$ cat config.mk
export PLATFORM = sky130hd
export DESIGN_NAME = k12a_spi_master
export DESIGN_NICKNAME = d
export VERILOG_FILES = /design/src/rtl/k12a_spi_master.sv
export SDC_FILE = /design/constraint.sdc
export NUM_CORES = 1
export LEC_CHECK = 0
export BUFFER_PORTS_ARGS = -buffer_cell sky130_fd_sc_hd__buf_2
export CAP_MARGIN = 20
export CORE_ASPECT_RATIO = 0.7
export CORE_MARGIN = 8
export CORE_UTILIZATION = 36
export DETAILED_ROUTE_END_ITERATION = 8
export MAX_ROUTING_LAYER = met4
export PLACE_DENSITY_LB_ADDON = 0.1
export SYNTH_ARGS = -nofsm -noshare
export SYNTH_HDL_FRONTEND = slang
export SYNTH_SLANG_ARGS = --single-unit
export TNS_END_PERCENT = 1
$ cat constraint.sdc
create_clock -name cpu_clock -period 2.75 [get_ports cpu_clock]
set_input_delay 0.55 -clock cpu_clock [delete_from_list [all_inputs] [get_ports cpu_clock]]
set_output_delay 0.55 -clock cpu_clock [all_outputs]
set_load 0.01 [all_outputs]
$ cat src/rtl/k12a_spi_master.sv
// CPU-mapped SPI master: DATA/CTRL/STATUS/CS registers, one 8-bit transfer per DATA
// write, programmable CPOL/CPHA/bit order and a (DIV+1)-cycle half period.
module k12a_spi_master #(
   parameter int NUM_CS    = 2,
   parameter int DIV_WIDTH = 4,
   parameter int RESET_DIV = 15
) (
   input  logic              cpu_clock,
   input  logic              reset_n,
   input  logic              io_store,
   input  logic              io_load,
   input  logic [1:0]        io_addr,
   input  logic [7:0]        wdata,
   output logic [7:0]        rdata,
   output logic              spi_sck,
   output logic              spi_mosi,
   input  logic              spi_miso,
   output logic [NUM_CS-1:0] spi_cs_n,
   output logic              spi_irq
);

   typedef enum logic [1:0] {IDLE, LEAD, TRAIL} state_e;

   state_e               state_q, state_d;
   logic [DIV_WIDTH-1:0] cnt_q, cnt_d, div_q;
   logic [2:0]           bit_q, bit_d;
   logic                 cpol_q, cpha_q, lsb_q;
   logic                 done_q, ovr_q, mosi_q;
   logic [7:0]           tx_q, rx_sh_q, rx_buf_q;
   logic [NUM_CS-1:0]    cs_n_q;

   logic busy, half_end, lead_end, trail_end, finish, start;
   logic wr_data, wr_ctrl, wr_stat, wr_cs, rd_data;
   logic shift_en, sample;
   logic tx_first, wd_first;
   logic [7:0] tx_shift, wd_shift, rx_in, rx_next;
   logic [3:0] div_ext;
   logic [7:0] cs_ext;

   assign busy     = (state_q != IDLE);
   assign half_end = (cnt_q == div_q);
   assign wr_data  = io_store && (io_addr == 2'd0);
   assign wr_ctrl  = io_store && (io_addr == 2'd1);
   assign wr_stat  = io_store && (io_addr == 2'd2);
   assign wr_cs    = io_store && (io_addr == 2'd3);
   assign rd_data  = io_load  && (io_addr == 2'd0);
   assign start    = wr_data && !busy;

   always_ff @(posedge cpu_clock or negedge reset_n) begin
      if (!reset_n) begin
         state_q <= IDLE;
         cnt_q   <= '0;
         bit_q   <= '0;
      end else begin
         state_q <= state_d;
         cnt_q   <= cnt_d;
         bit_q   <= bit_d;
      end
   end

   always_comb begin
      state_d   = state_q;
      cnt_d     = cnt_q;
      bit_d     = bit_q;
      lead_end  = 1'b0;
      trail_end = 1'b0;
      finish    = 1'b0;
      case (state_q)
         IDLE: begin
            if (start) begin
               state_d = LEAD;
               cnt_d   = '0;
               bit_d   = '0;
            end
         end
         LEAD: begin
            if (half_end) begin
               lead_end = 1'b1;
               state_d  = TRAIL;
               cnt_d    = '0;
            end else begin
               cnt_d = cnt_q + 1'b1;
            end
         end
         TRAIL: begin
            if (half_end) begin
               trail_end = 1'b1;
               cnt_d     = '0;
               if (bit_q == 3'd7) begin
                  finish  = 1'b1;
                  state_d = IDLE;
               end else begin
                  state_d = LEAD;
                  bit_d   = bit_q + 3'd1;
               end
            end else begin
               cnt_d = cnt_q + 1'b1;
            end
         end
         default: state_d = IDLE;
      endcase
   end

   // tx_q holds the bits not yet driven; mosi_q is the bit on the wire
   assign tx_first = lsb_q ? tx_q[0]  : tx_q[7];
   assign wd_first = lsb_q ? wdata[0] : wdata[7];
   assign tx_shift = lsb_q ? {1'b0, tx_q[7:1]}  : {tx_q[6:0], 1'b0};
   assign wd_shift = lsb_q ? {1'b0, wdata[7:1]} : {wdata[6:0], 1'b0};

   // The last trailing edge of a CPHA=0 transfer must not shift, so MOSI holds bit 7
   assign shift_en = cpha_q ? lead_end  : (trail_end && !finish);
   assign sample   = cpha_q ? trail_end : lead_end;
   assign rx_in    = lsb_q ? {spi_miso, rx_sh_q[7:1]} : {rx_sh_q[6:0], spi_miso};
   assign rx_next  = sample ? rx_in : rx_sh_q;

   always_ff @(posedge cpu_clock or negedge reset_n) begin
      if (!reset_n) begin
         tx_q     <= '0;
         mosi_q   <= 1'b0;
         rx_sh_q  <= '0;
         rx_buf_q <= '0;
      end else begin
         if (start) begin
            if (!cpha_q) begin
               mosi_q <= wd_first;
               tx_q   <= wd_shift;
            end else begin
               tx_q <= wdata;
            end
         end else if (shift_en) begin
            mosi_q <= tx_first;
            tx_q   <= tx_shift;
         end
         if (busy) rx_sh_q <= rx_next;
         if (finish) rx_buf_q <= rx_next;
      end
   end

   always_ff @(posedge cpu_clock or negedge reset_n) begin
      if (!reset_n) begin
         cpol_q <= 1'b0;
         cpha_q <= 1'b0;
         lsb_q  <= 1'b0;
         div_q  <= DIV_WIDTH'(RESET_DIV);
         done_q <= 1'b0;
         ovr_q  <= 1'b0;
         cs_n_q <= '1;
      end else begin
         if (wr_ctrl && !busy) begin
            cpol_q <= wdata[0];
            cpha_q <= wdata[1];
            lsb_q  <= wdata[2];
            div_q  <= wdata[4 +: DIV_WIDTH];
         end
         // A completion in the same cycle as a clear wins: the new byte is still unread
         if (finish) done_q <= 1'b1;
         else if (rd_data || (wr_stat && wdata[1])) done_q <= 1'b0;
         if (wr_data && busy) ovr_q <= 1'b1;
         else if (wr_stat && wdata[2]) ovr_q <= 1'b0;
         if (wr_cs) cs_n_q <= ~wdata[NUM_CS-1:0];
      end
   end

   always_comb begin
      div_ext = '0;
      div_ext[DIV_WIDTH-1:0] = div_q;
      cs_ext = '0;
      cs_ext[NUM_CS-1:0] = ~cs_n_q;
      rdata = '0;
      case (io_addr)
         2'd0: rdata = finish ? rx_next : rx_buf_q;
         2'd1: rdata = {div_ext, 1'b0, lsb_q, cpha_q, cpol_q};
         2'd2: rdata = {5'b0, ovr_q, done_q, busy};
         default: rdata = cs_ext;
      endcase
   end

   assign spi_sck  = cpol_q ^ (state_q == TRAIL);
   assign spi_mosi = mosi_q;
   assign spi_cs_n = cs_n_q;
   assign spi_irq  = done_q;

endmodule

==> parameters.txt, run 1 <==
Parameter                              Value

Floorplan
  Die W    119.2 µm
  Initial core utilization    37.00%
  Overall die height    88.24 µm
  Die Footprint    10520 µm²
  FP Rows    26
  I/O Pins    28
  Core Area    7254 µm²

Synthesis
  Top post-synthesis cells by area    sky130_fd_sc_hd__dfrtp_1, sky130_fd_sc_hd__mux2_2, sky130_fd_sc_hd__mux2i_1, sky130_fd_sc_hd__o21ai_0, sky130_fd_sc_hd__dfstp_2
  Library cell occupying the most area in the post-synthesis netlist    sky130_fd_sc_hd__dfrtp_1
  Gate count after technology mapping    268
  Yosys warns    0
  Share of flip-flops with an asynchronous set or reset    100.0%
  Post-synth top area share    36.36%
  Netlist area before placement    2684 µm²
  Sequential area share after synthesis    42.24%
  Primary FF master, synth    sky130_fd_sc_hd__dfrtp_1
  Post-synth net total    291
  Mean instance size in the synthesized netlist    10.01 µm²
  Number of distinct standard cells referenced by the synthesized netlist    43
  Number of synthesized register bits    45
  EDFF count, synth    0

Power and ir drop
  Sw power    1.244 mW
  Fraction of power consumed by combinational cells    50.4%
  Total power divided by cell area    971.7 nW/µm²
  Fraction of power consumed by the clock network    14.3%
  Largest voltage drop on the vdd net    0.3704 mV
  Cell-internal power    1.853 mW
  Share of power burned in registers    35.2%
  Switching Share    40.17%
  Overall power    3.097 mW
  Leakage power summed over all cells    1.477 nW

Timing
  Final Skew    0.006993 ns
  Post-route fraction of the period consumed by the critical path    109.2%
  Time the worst path needs with I/O delays and setup    3.004 ns
  Number of setup violations in the final report    8
  FMAX    332.9 MHz
  RSZ-0062 raised after global routing    yes
  Final-report max-slew violation count    0
  Worst slew slack as a fraction of its limit    51.26%
  Transition time at the pin with the least slew margin    0.7311 ns
  Worst hold slack after final layout    0.1845 ns
  Hold violation total from the final report    0
  Total negative setup slack    -1.598 ns
  Final worst setup slack    -0.2540 ns

Final layout
  Post-route core utilization    43.93%
  Non-filler instance count after layout    406
  Final antenna diode count    0
  Share of post-route cells with drive strength above 1    33.12%
  Syn-to-layout area delta    18.74%
  Post-route cell area    3187 µm²
  Final Net Count    330
  Final-layout fill cell count    715

Outcome
  Failing checks    negative setup slack
  Status    finished with violations

Detailed routing
  Count of vias placed by the detailed router    2033
  Average wire per cell in the routed design    16.09 µm
  Total routed wire length on the met1 layer    3667 µm
  Met3 wire len    237 µm
  Number of detailed-route iterations in the first pass    4
  Iteration-0 DRC Markers    206
  Met2 WL    2565 µm
  DRC violation count after routing    0
  DRT Wirelength    6532 µm
  Residual antenna-violating net count after detailed routing    0
  Top metal layer carrying routed signals    met4
  Detailed-route vias per instance    5.007

Clock tree
  Clk buf depth    2
  Clock net sink count    45
  H-tree depth reported by CTS    2
  Root Buffer    sky130_fd_sc_hd__clkbuf_8
  Clock-pin slew on the worst setup and hold paths    0.09 ns
  Skew-Pair Late Insertion Delay    0.31 ns
  CTS buffer count    5
  CTS tree    built
  Hold buffer count at cts    0

Global route
  Global-route wire length before repair    10920 µm
  Pin count of the biggest net entering global routing    21
  Global router's overall resource usage    13.56%
  Congestion Overflow GR    0
  Number of antenna violations at the first check in global routing    0
  Via count of the first global-routing pass    2051

Setup path
  Crit path DAT    2.45 ns
  Start point of the critical path    div_ext[1]$_DFFE_PN1P_
  Worst reg2reg startpoint    div_ext[1]$_DFFE_PN1P_
  Number of cells traversed by the worst register-to-register path    5
  WP depth    7
  Gate family responsible for the most delay along the worst path    multiplexers
  Maximum single-stage delay on the critical path    0.56 ns
  Crit path capture type    output port
  Largest fanout of any net on the critical path    3
  Startpoint type of the worst setup path    register
  Worst Setup Path Type    reg -> out
  Slowest cell on crit path    sky130_fd_sc_hd__dfstp_2
  Sum of buffers and inverters on the critical path    2
  Cell-by-cell trace of the critical path    xor2_2 > nor4_2 > buf_4 > and3_4 > mux2_4 > mux4_2 > buf_6
  Required time worst endpoint    2.20 ns

Worst hold path
  Path class of the lowest-slack min-delay path    in -> async

Placed design
  Post-Place Cell Area    2999 µm²
  Weighted congestion reported at the end of routability-driven placement    0.7662
  DP Wirelength    4853 µm
  Number of buffer cells added on primary ports    27
  Placed instance count    395
  Pre-CTS setup slack    -0.02290 ns

Flow run
  Max cap viols    0
## worst paths after layout
| check | end | slack, ns |
|---|---|---|
| hold / removal | bit_q[1]$_DFFE_PN0P_ | 0.18 |
| hold reg to reg | rx_buf_q[1]$_DFF_PN0_ | 0.50 |
| max in group asynchronous | div_ext[0]$_DFFE_PN1P_ | 1.90 |
| setup / recovery | rdata[1] | -0.25 |
| min in group cpu_clock | rx_buf_q[1]$_DFF_PN0_ | 0.50 |
| setup reg to reg | rx_sh_q[2]$_DFFE_PN0N_ | 0.30 |
## layout by cell type (no fill, tap or decap), drive strengths merged, types with 2 or more instances in the layout
master  synthesis  final
a21oi           7      7
a22o            3      3
a22oi           2      2
and3            4      4
buf             8     49
clkbuf          9      8
dfrtp          39     39
dfstp           6      6
ha              8      8
inv             8      8
mux2           22     22
mux2i          23     23
mux4            2      2
nand2          37     37
nand2b          4      4
nand3           4      4
nor2            7      7
nor2b           4      4
o21a            6      6
o21ai          42     42
or2             2      2
xor2            5      5
## what timing repair did
action / in CTS / in global routing
setup endpoints to repair: 8 / 8
resized for setup: 12 / 5
pin swaps: 2 / 2
setup buffers: 2 / 1
## power groups by stage
stage | Combinational [mW] | Sequential, mW | Clock, mW
floorplan | 1.08 | 1.05 | 0
global placement | 1.49 | 1.11 | 0
detailed placement | 1.50 | 1.10 | 0
CTS | 1.54 | 1.09 | 0.460
global route | 1.75 | 1.13 | 0.483
finish | 1.56 | 1.09 | 0.444
## Yosys cell counts (6+ instances only)
cell                       number
sky130_fd_sc_hd__a21oi_1        7
sky130_fd_sc_hd__clkbuf_1       9
sky130_fd_sc_hd__dfrtp_1       39
sky130_fd_sc_hd__dfstp_2        6
sky130_fd_sc_hd__ha_1           8
sky130_fd_sc_hd__inv_1          8
sky130_fd_sc_hd__mux2_2        21
sky130_fd_sc_hd__mux2i_1       23
sky130_fd_sc_hd__nand2_1       35
sky130_fd_sc_hd__nor2_1         7
sky130_fd_sc_hd__o21a_1         6
sky130_fd_sc_hd__o21ai_0       33
sky130_fd_sc_hd__o21ai_2        9
## sequential cells by signal (all words and copies together), names as in the netlist, 2 cells and up
signal	count
bit_q	3
cnt_q	4
div_ext	4
rx_buf_q	8
rx_sh_q	8
spi_cs_n	2
state_q	2
tx_q	8
## per-layer routing
layer  track usage, %  up-vias
li1                 -     1022
met1            19.83      975
met2            17.84       28
met3            3.187        8
met4            3.771        0
met5                -        -
## cell type report
type,instances,area [µm²],share of cell area [%]
Tap cell,98,122.6,3.848
Clock buffer,8,90.09,2.827
Multi-Input combinational cell,198,1486,46.64
Inverter,8,30.03,0.9423
Timing Repair Buffer,49,324.1,10.17
Sequential cell,45,1134,35.57
## cell families (layout without fill, tap and decap cells)
kind of cell | after synthesis | count (layout) | share of synthesized area (%)
XOR/XNOR | 5 | 5 | 1.632
adder cells (fa/ha/maj) | 8 | 8 | 3.730
multiplexers | 47 | 47 | 19.49
AO/OA/AOI/OAI | 68 | 68 | 16.04
buffers and inverters | 25 | 65 | 4.289
AND/OR/NAND/NOR | 70 | 70 | 12.59
flip-flops | 45 | 45 | 42.24
No activity file was read; power rests on OpenSTA's default activity.
==> run 2: changes to the inputs <==
--- a/config.mk
+++ b/config.mk
@@ -13,6 +13,7 @@
 export DETAILED_ROUTE_END_ITERATION = 8
 export MAX_ROUTING_LAYER = met4
 export PLACE_DENSITY_LB_ADDON = 0.1
+export RECOVER_POWER = 100
 export SYNTH_ARGS = -nofsm -noshare
 export SYNTH_HDL_FRONTEND = slang
 export SYNTH_SLANG_ARGS = --single-unit
==> run 2 against run 1 <==
The flow still finishes with violations (negative setup slack). Global-route usage unchanged. Die area unchanged. Fmax about the same. Final area down 0.51%. Setup slack better by 0.00089 ns. First-iteration DRC count up 0.97%. Power down 0.50%. Sequential cell count unchanged. Combinational power about the same. Critical path depth unchanged. Wire length down 0.15%. Critical endpoint unchanged.
==> parameters.txt, run 2 (same netlist as run 1, synthesis figures left out) <==
Parameter                              Value

Outcome
  Status    finished with violations
  Failing checks    negative setup slack

Placed design
  Weighted congestion reported at the end of routability-driven placement    0.7662 (unchanged)
  DP Wirelength    4853 µm (unchanged)
  Number of buffer cells added on primary ports    27 (unchanged)
  Pre-CTS setup slack    -0.02290 ns (unchanged)
  Post-Place Cell Area    2999 µm² (unchanged)
  Placed instance count    395 (unchanged)

Setup path
  Number of cells traversed by the worst register-to-register path    5 (unchanged)
  Largest fanout of any net on the critical path    3 (unchanged)
  Sum of buffers and inverters on the critical path    2 (unchanged)
  Slowest cell on crit path    sky130_fd_sc_hd__dfstp_2
  Maximum single-stage delay on the critical path    0.56 ns (about the same)
  Cell-by-cell trace of the critical path    xor2_2 > nor4_2 > buf_4 > and3_4 > mux2_4 > mux4_2 > buf_6
  Worst Setup Path Type    reg -> out
  WP depth    7 (unchanged)
  Startpoint type of the worst setup path    register
  Crit path capture type    output port
  Gate family responsible for the most delay along the worst path    multiplexers
  Required time worst endpoint    2.20 ns (about the same)
  Crit path DAT    2.45 ns (about the same)

Timing
  Number of setup violations in the final report    8 (unchanged)
  Post-route fraction of the period consumed by the critical path    109.2% (about the same)
  Hold violation total from the final report    0 (unchanged)
  Time the worst path needs with I/O delays and setup    3.003 ns (-0.0008920 ns)
  Transition time at the pin with the least slew margin    1.108 ns (+0.3771 ns)
  Final worst setup slack    -0.2531 ns (+0.0008920 ns)
  Worst slew slack as a fraction of its limit    26.12% (-25 points)
  FMAX    333.0 MHz (about the same)
  Final-report max-slew violation count    0 (unchanged)
  Final Skew    0.008565 ns (+0.001573 ns)
  RSZ-0062 raised after global routing    yes
  Total negative setup slack    -1.591 ns (+0.006430 ns)

Global route
  Global-route wire length before repair    10920 µm (unchanged)
  Number of antenna violations at the first check in global routing    0 (unchanged)
  Congestion Overflow GR    0 (unchanged)
  Via count of the first global-routing pass    2051 (unchanged)
  Pin count of the biggest net entering global routing    21 (unchanged)
  Global router's overall resource usage    13.56% (unchanged)

Worst hold path
  Path class of the lowest-slack min-delay path    in -> async

Detailed routing
  Residual antenna-violating net count after detailed routing    0 (unchanged)
  Number of detailed-route iterations in the first pass    4 (unchanged)
  Average wire per cell in the routed design    16.06 µm (-0.15%)
  DRT Wirelength    6522 µm (-0.15%)
  Iteration-0 DRC Markers    208 (+0.97%)
  Count of vias placed by the detailed router    2035 (+0.098%)
  Detailed-route vias per instance    5.012 (about the same)
  DRC violation count after routing    0 (unchanged)

Power and ir drop
  Largest voltage drop on the vdd net    0.3714 mV (+0.27%)
  Total power divided by cell area    971.8 nW/µm² (about the same)
  Overall power    3.081 mW (-0.50%)
  Leakage power summed over all cells    1.453 nW (-1.6%)

Floorplan
  I/O Pins    28 (unchanged)
  Die W    119.2 µm (unchanged)
  Initial core utilization    37.00% (unchanged)
  Die Footprint    10520 µm² (unchanged)
  Overall die height    88.24 µm (unchanged)
  FP Rows    26 (unchanged)
  Core Area    7254 µm² (unchanged)

Clock tree
  Hold buffer count at cts    0 (unchanged)
  Root Buffer    sky130_fd_sc_hd__clkbuf_8
  Skew-Pair Late Insertion Delay    0.31 ns (about the same)
  Clock-pin slew on the worst setup and hold paths    0.09 ns (about the same)
  CTS tree    built
  CTS buffer count    5 (unchanged)
  H-tree depth reported by CTS    2 (unchanged)
  Clk buf depth    2 (unchanged)
  Clock net sink count    45 (unchanged)

Final layout
  Most common library cell in the layout ignoring fill and taps    sky130_fd_sc_hd__dfrtp_1
  Post-route cell area    3171 µm² (-0.51%)
  Largest registers    rx_buf_q: 8 flops, rx_sh_q: 8 flops, tx_q: 8 flops
  Final-layout fill cell count    718 (+0.42%)
  Most used cells in the layout excluding fill and tap cells    sky130_fd_sc_hd__dfrtp_1, sky130_fd_sc_hd__nand2_1, sky130_fd_sc_hd__o21ai_0
  Share of post-route cells with drive strength above 1    30.52% (-2.6 points)
  Syn-to-layout area delta    18.14%
  Final Net Count    330 (unchanged)
  Final antenna diode count    0 (unchanged)
  Non-filler instance count after layout    406 (unchanged)

Flow run
  Max cap viols    0 (unchanged)
[run 2: cell types whose count changed in the layout (fill, tap and decap cells not counted), sizes merged]
cell,before,now
clkbuf,8,15
buf,49,42
[run 2: final cells by class]
class,count,area (µm²),area share [%]
Clock buffer,8,90.09,2.841
Inverter,8,30.03,0.9471
Multi-Input combinational cell,198,1486,46.88
Sequential cell,45,1134,35.75
Tap cell,98,122.6,3.867
Timing Repair Buffer,49,307.8,9.708
[run 2: path summary, 6_finish.rpt]
kind,startpoint,end,slack (ns)
worst max-delay path,div_ext[1]$_DFFE_PN1P_,rdata[1],-0.25
worst min-delay path,reset_n,bit_q[1]$_DFFE_PN0P_,0.43
worst max register to register,div_ext[1]$_DFFE_PN1P_,rx_sh_q[2]$_DFFE_PN0N_,0.30
worst min register to register,rx_buf_q[1]$_DFF_PN0_,rx_buf_q[1]$_DFF_PN0_,0.50
max in group asynchronous,reset_n,tx_q[2]$_DFFE_PN0P_,1.04
min in group cpu_clock,rx_buf_q[1]$_DFF_PN0_,rx_buf_q[1]$_DFF_PN0_,0.50
[run 2: repair_timing]
action                                 CTS  global route
resized for setup                       12             5
buffers inserted                         2             1
setup endpoints to repair                8             8
pin swaps                                2             2
endpoints found under the hold margin    0             0
[run 2: metrics by stage]
| step | hold slack, ns | util [%] |
|---|---|---|
| after floorplan | 0.2544 | - |
| after global placement | 0.4743 | 41.34 |
| after detailed placement | 0.4745 | 41.34 |
| after CTS | 0.1913 | 43.45 |
| after global routing | 0.5147 | 43.70 |
| final | 0.4256 | 43.70 |
[run 2: report_power, final]
| group | internal [mW] | switching, mW |
|---|---|---|
| Combinational | 0.730 | 0.819 |
| Clock | 0.206 | 0.238 |
| Sequential | 0.903 | 0.186 |
| Total | 1.84 | 1.24 |
[run 2: layer usage]
layer  up-vias  part of all wire (%)  routed length, µm  global-route usage [%]
met5         -                     0                  0                       -
met4         0                  0.95                 62                   3.771
met3         8                   3.8                251                   3.187
met2        30                    39               2576                   17.84
met1       976                    56               3632                   19.83
li1       1021                     -                  -                       -
